## config.mk

```make
export PLATFORM = sky130hd
export DESIGN_NAME = regfile_write_arbiter
export DESIGN_NICKNAME = d
export VERILOG_FILES = /design/src/rtl/regfile_write_arbiter.sv
export SDC_FILE = /design/constraint.sdc
export NUM_CORES = 1
export LEC_CHECK = 0
export BUFFER_PORTS_ARGS = -buffer_cell sky130_fd_sc_hd__buf_2
export CAP_MARGIN = 0
export CELL_PAD_IN_SITES_DETAIL_PLACEMENT = 2
export CELL_PAD_IN_SITES_GLOBAL_PLACEMENT = 2
export CORE_MARGIN = 2
export CORE_UTILIZATION = 33
export CTS_BUF_LIST = sky130_fd_sc_hd__clkbuf_8
export CTS_CLUSTER_DIAMETER = 120
export DETAILED_ROUTE_END_ITERATION = 10
export PLACE_DENSITY_LB_ADDON = 0.1
export SETUP_SLACK_MARGIN = 0.3
export SLEW_MARGIN = 20
export SYNTH_ARGS = -nofsm -noshare
export SYNTH_HDL_FRONTEND = slang
export SYNTH_SLANG_ARGS = --single-unit
```

## constraint.sdc

```tcl
create_clock -name clk -period 2.18 [get_ports clk]
set_input_delay 0.218 -clock clk [delete_from_list [all_inputs] [get_ports clk]]
set_output_delay 0.218 -clock clk [all_outputs]
set_load 0.05 [all_outputs]
```

## src/rtl/regfile_write_arbiter.sv

```systemverilog
// Register-file write-port arbiter for WB, LINK and AUX producers with one-entry
// holding slots, starvation override and a pending-write scoreboard.
// Optional per-source statistics counters: define ARB_STATS_EN.
module regfile_write_arbiter #(
   parameter int unsigned STARVE_LIMIT = 4,
   parameter int unsigned NUM_REGS     = 32
) (
   input  logic                        clk,
   input  logic                        rst,
   input  logic                        wb_valid,
   output logic                        wb_ready,
   input  logic [$clog2(NUM_REGS)-1:0] wb_addr,
   input  logic [31:0]                 wb_data,
   input  logic                        link_valid,
   output logic                        link_ready,
   input  logic [31:0]                 link_data,
   input  logic                        aux_valid,
   output logic                        aux_ready,
   input  logic [$clog2(NUM_REGS)-1:0] aux_addr,
   input  logic [31:0]                 aux_data,
   output logic                        wr_en,
   output logic [$clog2(NUM_REGS)-1:0] wr_addr,
   output logic [31:0]                 wr_data,
`ifdef ARB_STATS_EN
   output logic [31:0]                 stat_wb,
   output logic [31:0]                 stat_link,
   output logic [31:0]                 stat_aux,
   output logic [31:0]                 stat_conflict,
`endif
   output logic [NUM_REGS-1:0]         pending_mask
);
   localparam int unsigned   AW        = $clog2(NUM_REGS);
   localparam logic [AW-1:0] LINK_ADDR = AW'(NUM_REGS - 1);
   localparam logic [AW-1:0] ZERO_ADDR = '0;
   localparam logic [3:0]    LIMIT     = 4'(STARVE_LIMIT);

   logic          wb_full_q, wb_full_d, link_full_q, link_full_d, aux_full_q, aux_full_d;
   logic [AW-1:0] wb_addr_q, wb_addr_d, aux_addr_q, aux_addr_d;
   logic [31:0]   wb_data_q, wb_data_d, link_data_q, link_data_d, aux_data_q, aux_data_d;
   logic [3:0]    link_wait_q, link_wait_d, aux_wait_q, aux_wait_d;
   logic          wr_en_q, wr_en_d;
   logic [AW-1:0] wr_addr_q, wr_addr_d;
   logic [31:0]   wr_data_q, wr_data_d;
   logic          gnt_wb_s, gnt_link_s, gnt_aux_s;
   logic          conflict_wb_s, conflict_link_s, conflict_aux_s;
   logic          wb_acc_s, link_acc_s, aux_acc_s;

   // r0 never appears on the scoreboard
   function automatic logic [NUM_REGS-1:0] dec_reg(input logic en, input logic [AW-1:0] addr);
      logic [NUM_REGS-1:0] v;
      v = '0;
      if (en && (addr != ZERO_ADDR)) v[addr] = 1'b1;
      else v = '0;
      return v;
   endfunction

   // Grant: starved LINK, starved AUX, then fixed WB > LINK > AUX
   always_comb begin
      gnt_wb_s   = 1'b0;
      gnt_link_s = 1'b0;
      gnt_aux_s  = 1'b0;
      if (link_full_q && (link_wait_q == LIMIT)) gnt_link_s = 1'b1;
      else if (aux_full_q && (aux_wait_q == LIMIT)) gnt_aux_s = 1'b1;
      else if (wb_full_q) gnt_wb_s = 1'b1;
      else if (link_full_q) gnt_link_s = 1'b1;
      else if (aux_full_q) gnt_aux_s = 1'b1;
      else gnt_wb_s = 1'b0;
   end

   // Block a producer whose target is still held by another slot, keeping per-register order
   always_comb begin
      conflict_wb_s   = (link_full_q && (wb_addr == LINK_ADDR)) || (aux_full_q && (wb_addr == aux_addr_q));
      conflict_link_s = (wb_full_q && (wb_addr_q == LINK_ADDR)) || (aux_full_q && (aux_addr_q == LINK_ADDR));
      conflict_aux_s  = (wb_full_q && (aux_addr == wb_addr_q)) || (link_full_q && (aux_addr == LINK_ADDR));
      wb_ready        = (!wb_full_q || gnt_wb_s) && !conflict_wb_s;
      link_ready      = (!link_full_q || gnt_link_s) && !conflict_link_s;
      aux_ready       = (!aux_full_q || gnt_aux_s) && !conflict_aux_s;
      wb_acc_s        = wb_valid && wb_ready;
      link_acc_s      = link_valid && link_ready;
      aux_acc_s       = aux_valid && aux_ready;
   end

   // Slot refill/drain, wait counters and the write-port mux
   always_comb begin
      wb_full_d   = wb_acc_s || (wb_full_q && !gnt_wb_s);
      wb_addr_d   = wb_acc_s ? wb_addr : wb_addr_q;
      wb_data_d   = wb_acc_s ? wb_data : wb_data_q;
      link_full_d = link_acc_s || (link_full_q && !gnt_link_s);
      link_data_d = link_acc_s ? link_data : link_data_q;
      aux_full_d  = aux_acc_s || (aux_full_q && !gnt_aux_s);
      aux_addr_d  = aux_acc_s ? aux_addr : aux_addr_q;
      aux_data_d  = aux_acc_s ? aux_data : aux_data_q;
      link_wait_d = 4'd0;
      aux_wait_d  = 4'd0;
      if (link_full_q && !gnt_link_s) link_wait_d = (link_wait_q == LIMIT) ? LIMIT : link_wait_q + 4'd1;
      else link_wait_d = 4'd0;
      if (aux_full_q && !gnt_aux_s) aux_wait_d = (aux_wait_q == LIMIT) ? LIMIT : aux_wait_q + 4'd1;
      else aux_wait_d = 4'd0;
      wr_en_d   = 1'b0;
      wr_addr_d = wr_addr_q;
      wr_data_d = wr_data_q;
      if (gnt_wb_s) begin
         wr_en_d   = (wb_addr_q != ZERO_ADDR);
         wr_addr_d = wb_addr_q;
         wr_data_d = wb_data_q;
      end else if (gnt_link_s) begin
         wr_en_d   = 1'b1;
         wr_addr_d = LINK_ADDR;
         wr_data_d = link_data_q;
      end else if (gnt_aux_s) begin
         wr_en_d   = (aux_addr_q != ZERO_ADDR);
         wr_addr_d = aux_addr_q;
         wr_data_d = aux_data_q;
      end else begin
         wr_en_d = 1'b0;
      end
   end

   // State registers; reset drops any held writes
   always_ff @(posedge clk) begin
      if (rst) begin
         wb_full_q   <= 1'b0;
         wb_addr_q   <= '0;
         wb_data_q   <= 32'd0;
         link_full_q <= 1'b0;
         link_data_q <= 32'd0;
         aux_full_q  <= 1'b0;
         aux_addr_q  <= '0;
         aux_data_q  <= 32'd0;
         link_wait_q <= 4'd0;
         aux_wait_q  <= 4'd0;
         wr_en_q     <= 1'b0;
         wr_addr_q   <= '0;
         wr_data_q   <= 32'd0;
      end else begin
         wb_full_q   <= wb_full_d;
         wb_addr_q   <= wb_addr_d;
         wb_data_q   <= wb_data_d;
         link_full_q <= link_full_d;
         link_data_q <= link_data_d;
         aux_full_q  <= aux_full_d;
         aux_addr_q  <= aux_addr_d;
         aux_data_q  <= aux_data_d;
         link_wait_q <= link_wait_d;
         aux_wait_q  <= aux_wait_d;
         wr_en_q     <= wr_en_d;
         wr_addr_q   <= wr_addr_d;
         wr_data_q   <= wr_data_d;
      end
   end

   assign wr_en        = wr_en_q;
   assign wr_addr      = wr_addr_q;
   assign wr_data      = wr_data_q;
   assign pending_mask = dec_reg(wb_full_q, wb_addr_q) | dec_reg(link_full_q, LINK_ADDR)
                       | dec_reg(aux_full_q, aux_addr_q) | dec_reg(wr_en_q, wr_addr_q);

`ifdef ARB_STATS_EN
   logic [31:0] stat_wb_q, stat_wb_d, stat_link_q, stat_link_d;
   logic [31:0] stat_aux_q, stat_aux_d, stat_conflict_q, stat_conflict_d;

   // Counters advance on the edge that issues the counted write
   always_comb begin
      stat_wb_d       = stat_wb_q + ((gnt_wb_s && (wb_addr_q != ZERO_ADDR)) ? 32'd1 : 32'd0);
      stat_link_d     = stat_link_q + (gnt_link_s ? 32'd1 : 32'd0);
      stat_aux_d      = stat_aux_q + ((gnt_aux_s && (aux_addr_q != ZERO_ADDR)) ? 32'd1 : 32'd0);
      stat_conflict_d = stat_conflict_q +
                        (((wb_valid && conflict_wb_s) || (link_valid && conflict_link_s) ||
                          (aux_valid && conflict_aux_s)) ? 32'd1 : 32'd0);
   end

   // Statistics registers
   always_ff @(posedge clk) begin
      if (rst) begin
         stat_wb_q       <= 32'd0;
         stat_link_q     <= 32'd0;
         stat_aux_q      <= 32'd0;
         stat_conflict_q <= 32'd0;
      end else begin
         stat_wb_q       <= stat_wb_d;
         stat_link_q     <= stat_link_d;
         stat_aux_q      <= stat_aux_d;
         stat_conflict_q <= stat_conflict_d;
      end
   end

   assign stat_wb       = stat_wb_q;
   assign stat_link     = stat_link_q;
   assign stat_aux      = stat_aux_q;
   assign stat_conflict = stat_conflict_q;
`endif
endmodule

```

==> impl_summary.log, run 1 <==
INFO  metric post-dp-hpwl = 18920 µm
INFO  metric worstEndpointType = top-level output
INFO  metric number_of_antenna_violations_at_the_first_check_in_global_routing = 2
INFO  metric avgSynthCellArea = 8.706 µm²
INFO  metric floorplan.initialDensity = 33.75%
INFO  metric floorplan.io_pins = 184
INFO  metric crit_endpoint = pending_mask[27]
INFO  metric synth.yosys.seq_area_share = 40.36%
INFO  metric cts.path.max_buffers = 2
INFO  metric dp.cells = 1348
INFO  metric synth_nets = 998
INFO  metric synth-warning-count = 0
INFO  metric outcome = did not finish
INFO  metric synth.cell_area = 0.007687 mm²
INFO  metric placed_cell_area = 0.008969 mm²
INFO  metric number_of_rows_in_the_core_area = 55
INFO  metric failed_stage = global routing (5_1_grt)
INFO  metric cts.htree.levels = 4
INFO  metric async_reset_ff_share = 0%
INFO  metric fp.dieW = 156.6 µm
INFO  metric grt_max_degree = 76
INFO  metric tool.error = [ERROR DPL-0033] detailed placement checks failed during check placement.
INFO  metric ys_types = 61
INFO  metric clock_sinks = 155
INFO  metric port_buffers = 182
INFO  metric yosys_register_bits = 155
INFO  metric die_y = 156.6 µm
INFO  metric number_of_synthesized_flops_with_an_enable_pin = 0
INFO  metric cts_root_buf = sky130_fd_sc_hd__clkbuf_8
INFO  metric finalWeightedCongestion = 0.7722
INFO  metric synth_cells = 883
INFO  metric cts_inserted_buffers = 17
INFO  metric dominantRegCellSynth = sky130_fd_sc_hd__dfxtp_1
## cell usage after synthesis (2+ instances only)
| cell | count | area, µm² |
|---|---|---|
| sky130_fd_sc_hd__a22o_1 | 32 | 280.3 |
| sky130_fd_sc_hd__xnor2_1 | 3 | 26.28 |
| sky130_fd_sc_hd__or2b_1 | 25 | 187.7 |
| sky130_fd_sc_hd__and3_1 | 6 | 37.54 |
| sky130_fd_sc_hd__and3b_2 | 2 | 20.02 |
| sky130_fd_sc_hd__a32oi_1 | 7 | 61.31 |
| sky130_fd_sc_hd__buf_4 | 2 | 15.01 |
| sky130_fd_sc_hd__a221oi_1 | 32 | 280.3 |
| sky130_fd_sc_hd__nand2b_1 | 52 | 325.3 |
| sky130_fd_sc_hd__nor2b_1 | 2 | 12.51 |
| sky130_fd_sc_hd__and3_2 | 2 | 15.01 |
| sky130_fd_sc_hd__buf_6 | 9 | 101.4 |
| sky130_fd_sc_hd__nor3_1 | 39 | 195.2 |
| sky130_fd_sc_hd__a21oi_1 | 48 | 240.2 |
| sky130_fd_sc_hd__nor4_2 | 2 | 25.02 |
| sky130_fd_sc_hd__dfxtp_1 | 155 | 3103 |
| sky130_fd_sc_hd__and3b_1 | 2 | 17.52 |
| sky130_fd_sc_hd__nor3b_1 | 8 | 60.06 |
| sky130_fd_sc_hd__buf_12 | 7 | 140.1 |
| sky130_fd_sc_hd__nor2_1 | 89 | 334.1 |
| sky130_fd_sc_hd__clkbuf_8 | 3 | 41.29 |
| sky130_fd_sc_hd__a22oi_1 | 21 | 157.7 |
| sky130_fd_sc_hd__o21ai_0 | 4 | 20.02 |
| sky130_fd_sc_hd__o221ai_1 | 5 | 43.79 |
| sky130_fd_sc_hd__mux2i_1 | 74 | 740.7 |
| sky130_fd_sc_hd__nand2_1 | 131 | 491.7 |
| sky130_fd_sc_hd__xor2_1 | 9 | 78.83 |
| sky130_fd_sc_hd__buf_2 | 11 | 55.05 |
| sky130_fd_sc_hd__and4b_1 | 2 | 20.02 |
| sky130_fd_sc_hd__inv_1 | 10 | 37.54 |
| sky130_fd_sc_hd__clkbuf_1 | 43 | 161.4 |
| sky130_fd_sc_hd__nand3_1 | 13 | 65.06 |
| sky130_fd_sc_hd__a31o_2 | 2 | 17.52 |
| sky130_fd_sc_hd__ha_1 | 4 | 50.05 |
## kinds of logic after synthesis
| family | count (synthesis) | share of synthesized area, % |
|---|---|---|
| buf+inv | 88 | 7.487 |
| xor+xnor | 12 | 1.367 |
| flops | 155 | 40.36 |
| other cells | 1 | 0.04878 |
| fa+ha+maj | 4 | 0.6511 |
| simple gates | 389 | 25.00 |
| compound gates | 160 | 15.45 |
| mux | 74 | 9.635 |
## metrics by stage
step / setup WS [ps] / hold WS [ps]
floorplan: 336.0 / 354.0
global placement: -33.96 / 446.1
detailed placement: -152.5 / 452.8
CTS: 55.05 / 0.6345
## repair_timing
| item | CTS |
|---|---|
| gates cloned | 9 |
| buffers inserted | 71 |
| gates resized for setup | 320 |
| endpoints found under the setup margin | 172 |
| hold buffers | 62 |
| pin swaps | 85 |
| hold endpoints to repair | 62 |
==> run 2, diff against run 1 <==
- CELL_PAD_IN_SITES_DETAIL_PLACEMENT: 2 -> default
- CELL_PAD_IN_SITES_GLOBAL_PLACEMENT: 2 -> default
- CORE_UTILIZATION: 33 -> 40
- CTS_BUF_LIST: sky130_fd_sc_hd__clkbuf_8 -> default
- CTS_CLUSTER_DIAMETER: 120 -> default
- PLACE_DENSITY_LB_ADDON: 0.1 -> 0.15
- SETUP_SLACK_MARGIN: 0.3 -> default
==> run 2 against run 1 <==
  * The flow now finishes without violations
  * Synthesized cell count unchanged
  * Synthesized area unchanged
==> impl_summary.log, run 2 <==
INFO  metric outcome = finished clean (was did not finish)
INFO  metric crit_path_max_cell_delay = 410 ps
INFO  metric clock_tree_from_tritoncts = yes
INFO  metric tns = 0 ps
INFO  metric routed-via-count = 6949
INFO  metric layout.cells.most_common = sky130_fd_sc_hd__buf_2
INFO  metric finalNetCount = 1169
INFO  metric critical_path_class = reg -> out
INFO  metric worst_setup_path_start_kind = flip-flop
INFO  metric timing.critical_path.required = 1960 ps
INFO  metric synthMostInstantiatedCell = sky130_fd_sc_hd__dfxtp_1 (unchanged)
INFO  metric yosys_register_bits = 155 (unchanged)
INFO  metric achievable-frequency = 475.5 MHz
INFO  metric detail_route.iter0.violations = 484
INFO  metric final.setup_skew = 10.03 ps
INFO  metric grt_remaining_overflow = 0
INFO  metric number_of_rows_in_the_core_area = 50 (was 55)
INFO  metric ys_types = 61 (unchanged)
INFO  metric power.density_cell_area = 802.1 mW/mm²
INFO  metric combinational_family_with_the_most_area_after_synthesis = simple AND/OR/NAND/NOR gates (unchanged)
INFO  metric cp.arrival = 1890 ps
INFO  metric critical_path.cell_chain = buf_4 > nand2_1 > nor2_2 > a22oi_1 > nand2_1 > buf_2
INFO  metric firstDrtPassIters = 5
INFO  metric finalWeightedCongestion = 0.8523 (was 0.7722)
INFO  metric design.die.area = 0.02034 mm²
INFO  metric floorplan.initialDensity = 40.96% (was 33.75%)
INFO  metric grt_max_degree = 65
INFO  metric worst_path_dominant_cell_family = simple AND/OR/NAND/NOR gates
INFO  metric synth_largest_type_area_fraction = 40.36% (unchanged)
INFO  metric synth-warning-count = 0 (unchanged)
INFO  metric cp_common_cell = sky130_fd_sc_hd__nand2_1
INFO  metric holdCritPathClass = in -> reg
INFO  metric synth_compound_gate_area_share = 15.45% (unchanged)
INFO  metric globalRouteTotalUtil = 22.14%
INFO  metric post_synth_fa_ha_maj_area_fraction = 0.6510% (unchanged)
INFO  metric ir_worst_vdd = 0.5623 mV
INFO  metric synth_cells = 883 (unchanged)
INFO  metric final-setup-viol-count = 0
INFO  metric r2r_slack = 140 ps
INFO  metric fp.dieW = 142.6 µm (was 156.6 µm)
INFO  metric worst_hold_path.endpoint = wb_data_q[13]$_SDFFE_PP0P_
INFO  metric worst_slew_margin_rel = 51.42%
INFO  metric layoutNonFillerInstCount = 1302
INFO  metric grt_setup_unrepaired = true
INFO  metric clock_sinks = 155 (unchanged)
INFO  metric drv_cap = 0
INFO  metric first_pass_grt_wire_length = 35180 µm
INFO  metric final.min_clock_period = 2103 ps
INFO  metric number_of_synthesized_flops_with_an_enable_pin = 0 (unchanged)
INFO  metric post-dp-hpwl = 15150 µm (was 18920 µm)
INFO  metric final_layout_size_suffix_gt1_share = 29.05%
INFO  metric cts_root_buf = sky130_fd_sc_hd__clkbuf_16 (was sky130_fd_sc_hd__clkbuf_8)
INFO  metric critical_path_peak_fanout = 7
INFO  metric avgSynthCellArea = 8.706 µm² (unchanged)
INFO  metric ant_nets = 0
INFO  metric hold_viol_final = 0
INFO  metric hold-path-cell-count = 3
INFO  metric postRouteWirelength = 22510 µm
INFO  metric async_reset_ff_share = 0% (unchanged)
INFO  metric worst_setup_path_end_kind = primary output
INFO  metric library_cell_occupying_the_most_area_in_the_post_synthesis_netlist = sky130_fd_sc_hd__dfxtp_1 (unchanged)
INFO  metric areaGrowthSynthToFinish = 25.11%
INFO  metric synth.mux.area_fraction = 9.635% (unchanged)
INFO  metric number_of_antenna_violations_at_the_first_check_in_global_routing = 1
INFO  metric grt_pass1_vias = 6650
INFO  metric synth.cell_area = 0.007687 mm² (unchanged)
INFO  metric cts.htree.levels = 4 (unchanged)
INFO  metric crit_start = aux_addr_q[3]$_SDFFE_PP0P_
INFO  metric synthSimpleGateAreaFrac = 25.00% (unchanged)
INFO  metric timing_worst_slew_pin_value = 728.7 ps
INFO  metric synth.yosys.seq_area_share = 40.36% (unchanged)
INFO  metric drt-wirelength-per-cell = 17.29 µm
INFO  metric mostFrequentLayoutCells = sky130_fd_sc_hd__buf_2 (176), sky130_fd_sc_hd__dfxtp_1 (145), sky130_fd_sc_hd__nand2_1 (131)
INFO  metric post_synth_xor_area_fraction = 1.367% (unchanged)
INFO  metric final-max-slew-violation-count = 0
INFO  metric dominantRegCellSynth = sky130_fd_sc_hd__dfxtp_1 (unchanged)
INFO  metric ys_top_cells_by_count = sky130_fd_sc_hd__dfxtp_1 (155), sky130_fd_sc_hd__nand2_1 (131), sky130_fd_sc_hd__nor2_1 (89) (unchanged)
INFO  metric dp.cells = 1267 (was 1348)
INFO  metric port_buffers = 182 (unchanged)
INFO  metric crit_slowest_cell = sky130_fd_sc_hd__dfxtp_1
INFO  metric cts.path.max_buffers = 2 (unchanged)
INFO  metric core_region_area = 0.01877 mm²
INFO  metric clock_latency = 420 ps
INFO  metric drc = 0
INFO  metric synth.top_cells.by_area = sky130_fd_sc_hd__dfxtp_1 (40%), sky130_fd_sc_hd__mux2i_1 (9.6%), sky130_fd_sc_hd__nand2_1 (6.4%) (unchanged)
INFO  metric post_drt_via_cell_ratio = 5.337
INFO  metric synth_nets = 998 (unchanged)
INFO  metric die_y = 142.6 µm (was 156.6 µm)
INFO  metric final.period_utilization = 96.47%
INFO  metric p_leak = 4.393 nW
INFO  metric cp_num_buf_inv = 2
INFO  metric worst_setup_hold_path_clk_slew = 70 ps
INFO  metric min-delay-start = wb_data[13]
INFO  metric floorplan.io_pins = 184 (unchanged)
INFO  metric regToRegEndpoint = link_data_q[14]$_SDFFE_PP0P_
INFO  metric cts_inserted_buffers = 17 (unchanged)
INFO  metric r2r_start = aux_wait_q[0]$_SDFF_PP0_
INFO  metric reg2reg_depth = 9
-- run 2: cell counts after synthesis --
Identical to the previous run, type by type.
-- run 2: worst max path at each step --
stage | endpoint | cells past startpoint
6_report | pending_mask[26] | 6
5_1_grt | pending_mask[26] | 6
4_1_cts | aux_ready | 7
3_5_place_dp | wr_data[5]$_SDFFE_PP0P_ | 8
3_3_place_gp | wr_data[8]$_SDFFE_PP0P_ | 8
2_1_floorplan | pending_mask[28] | 2
-- run 2: layout make-up --
cell class,count,area (µm²)
timing repair buffer,230,1409
multi-input combinational,640,4144
antenna,1,2.502
clock buffer,21,460.4
tap,234,292.8
fill,1820,9150
clock inverter,11,156.4
sequential,155,3115
inverter,10,37.54
-- run 2: logic make-up (layout without fill, tap and decap cells) --
family | after synthesis | count (layout)
AOI/OAI and AO/OA | 160 | 160
xor gates and xnor gates | 12 | 12
adders and majority gates | 4 | 4
buffers and inverters | 88 | 272
DFF | 155 | 155
muxes | 74 | 74
other | 1 | 2
and+or+nand+nor | 389 | 389
-- run 2: power breakdown --
part	total, mW	internal [mW]	switching [mW]	leakage [nW]
registers	3.19	3.04	0.152	1.28
logic	1.43	0.534	0.894	2.81
clock network	3.10	1.88	1.22	0.303
total	7.71	5.45	2.26	4.39
-- run 2: what timing repair did --
item | 4_1_cts | 5_1_grt
pin swaps | 2 | 5
buffers inserted | 1 | 1
endpoints found under the setup margin | 16 | 66
gates resized for setup | 14 | 33
hold buffers | 0 | 0
-- run 2: worst min-delay path, cell delays in order --
cell	delay (ps)
sky130_fd_sc_hd__buf_2	80
sky130_fd_sc_hd__mux2i_1	50
sky130_fd_sc_hd__nor2_1	70
-- run 2: stage by stage --
stage / power, mW / util, % / hold slack [ps] / setup slack (ps) / cell area (µm²)
floorplan: 4.220 / - / 354.0 / 216.5 / 7687
global placement: 4.641 / 47.06 / 443.3 / 137.1 / 8832
detailed placement: 4.650 / 47.06 / 449.3 / 101.7 / 8832
CTS: 7.760 / 50.61 / 3.828 / -47.05 / 9499
global route: 8.024 / 51.23 / 19.09 / -13.13 / 9615
finish: 7.715 / 51.25 / 21.15 / 76.91 / 9618
-- run 2: routing by layer --
metal | global-route usage [%] | vias to the layer above | wire length, µm
met5 | 0 | - | 0
met4 | 6.149 | 0 | 193
met3 | 4.091 | 21 | 1289
met2 | 35.73 | 245 | 10360
met1 | 30.42 | 3259 | 10670
li1 | - | 3424 | -
Power figures use the tool's default switching activity.
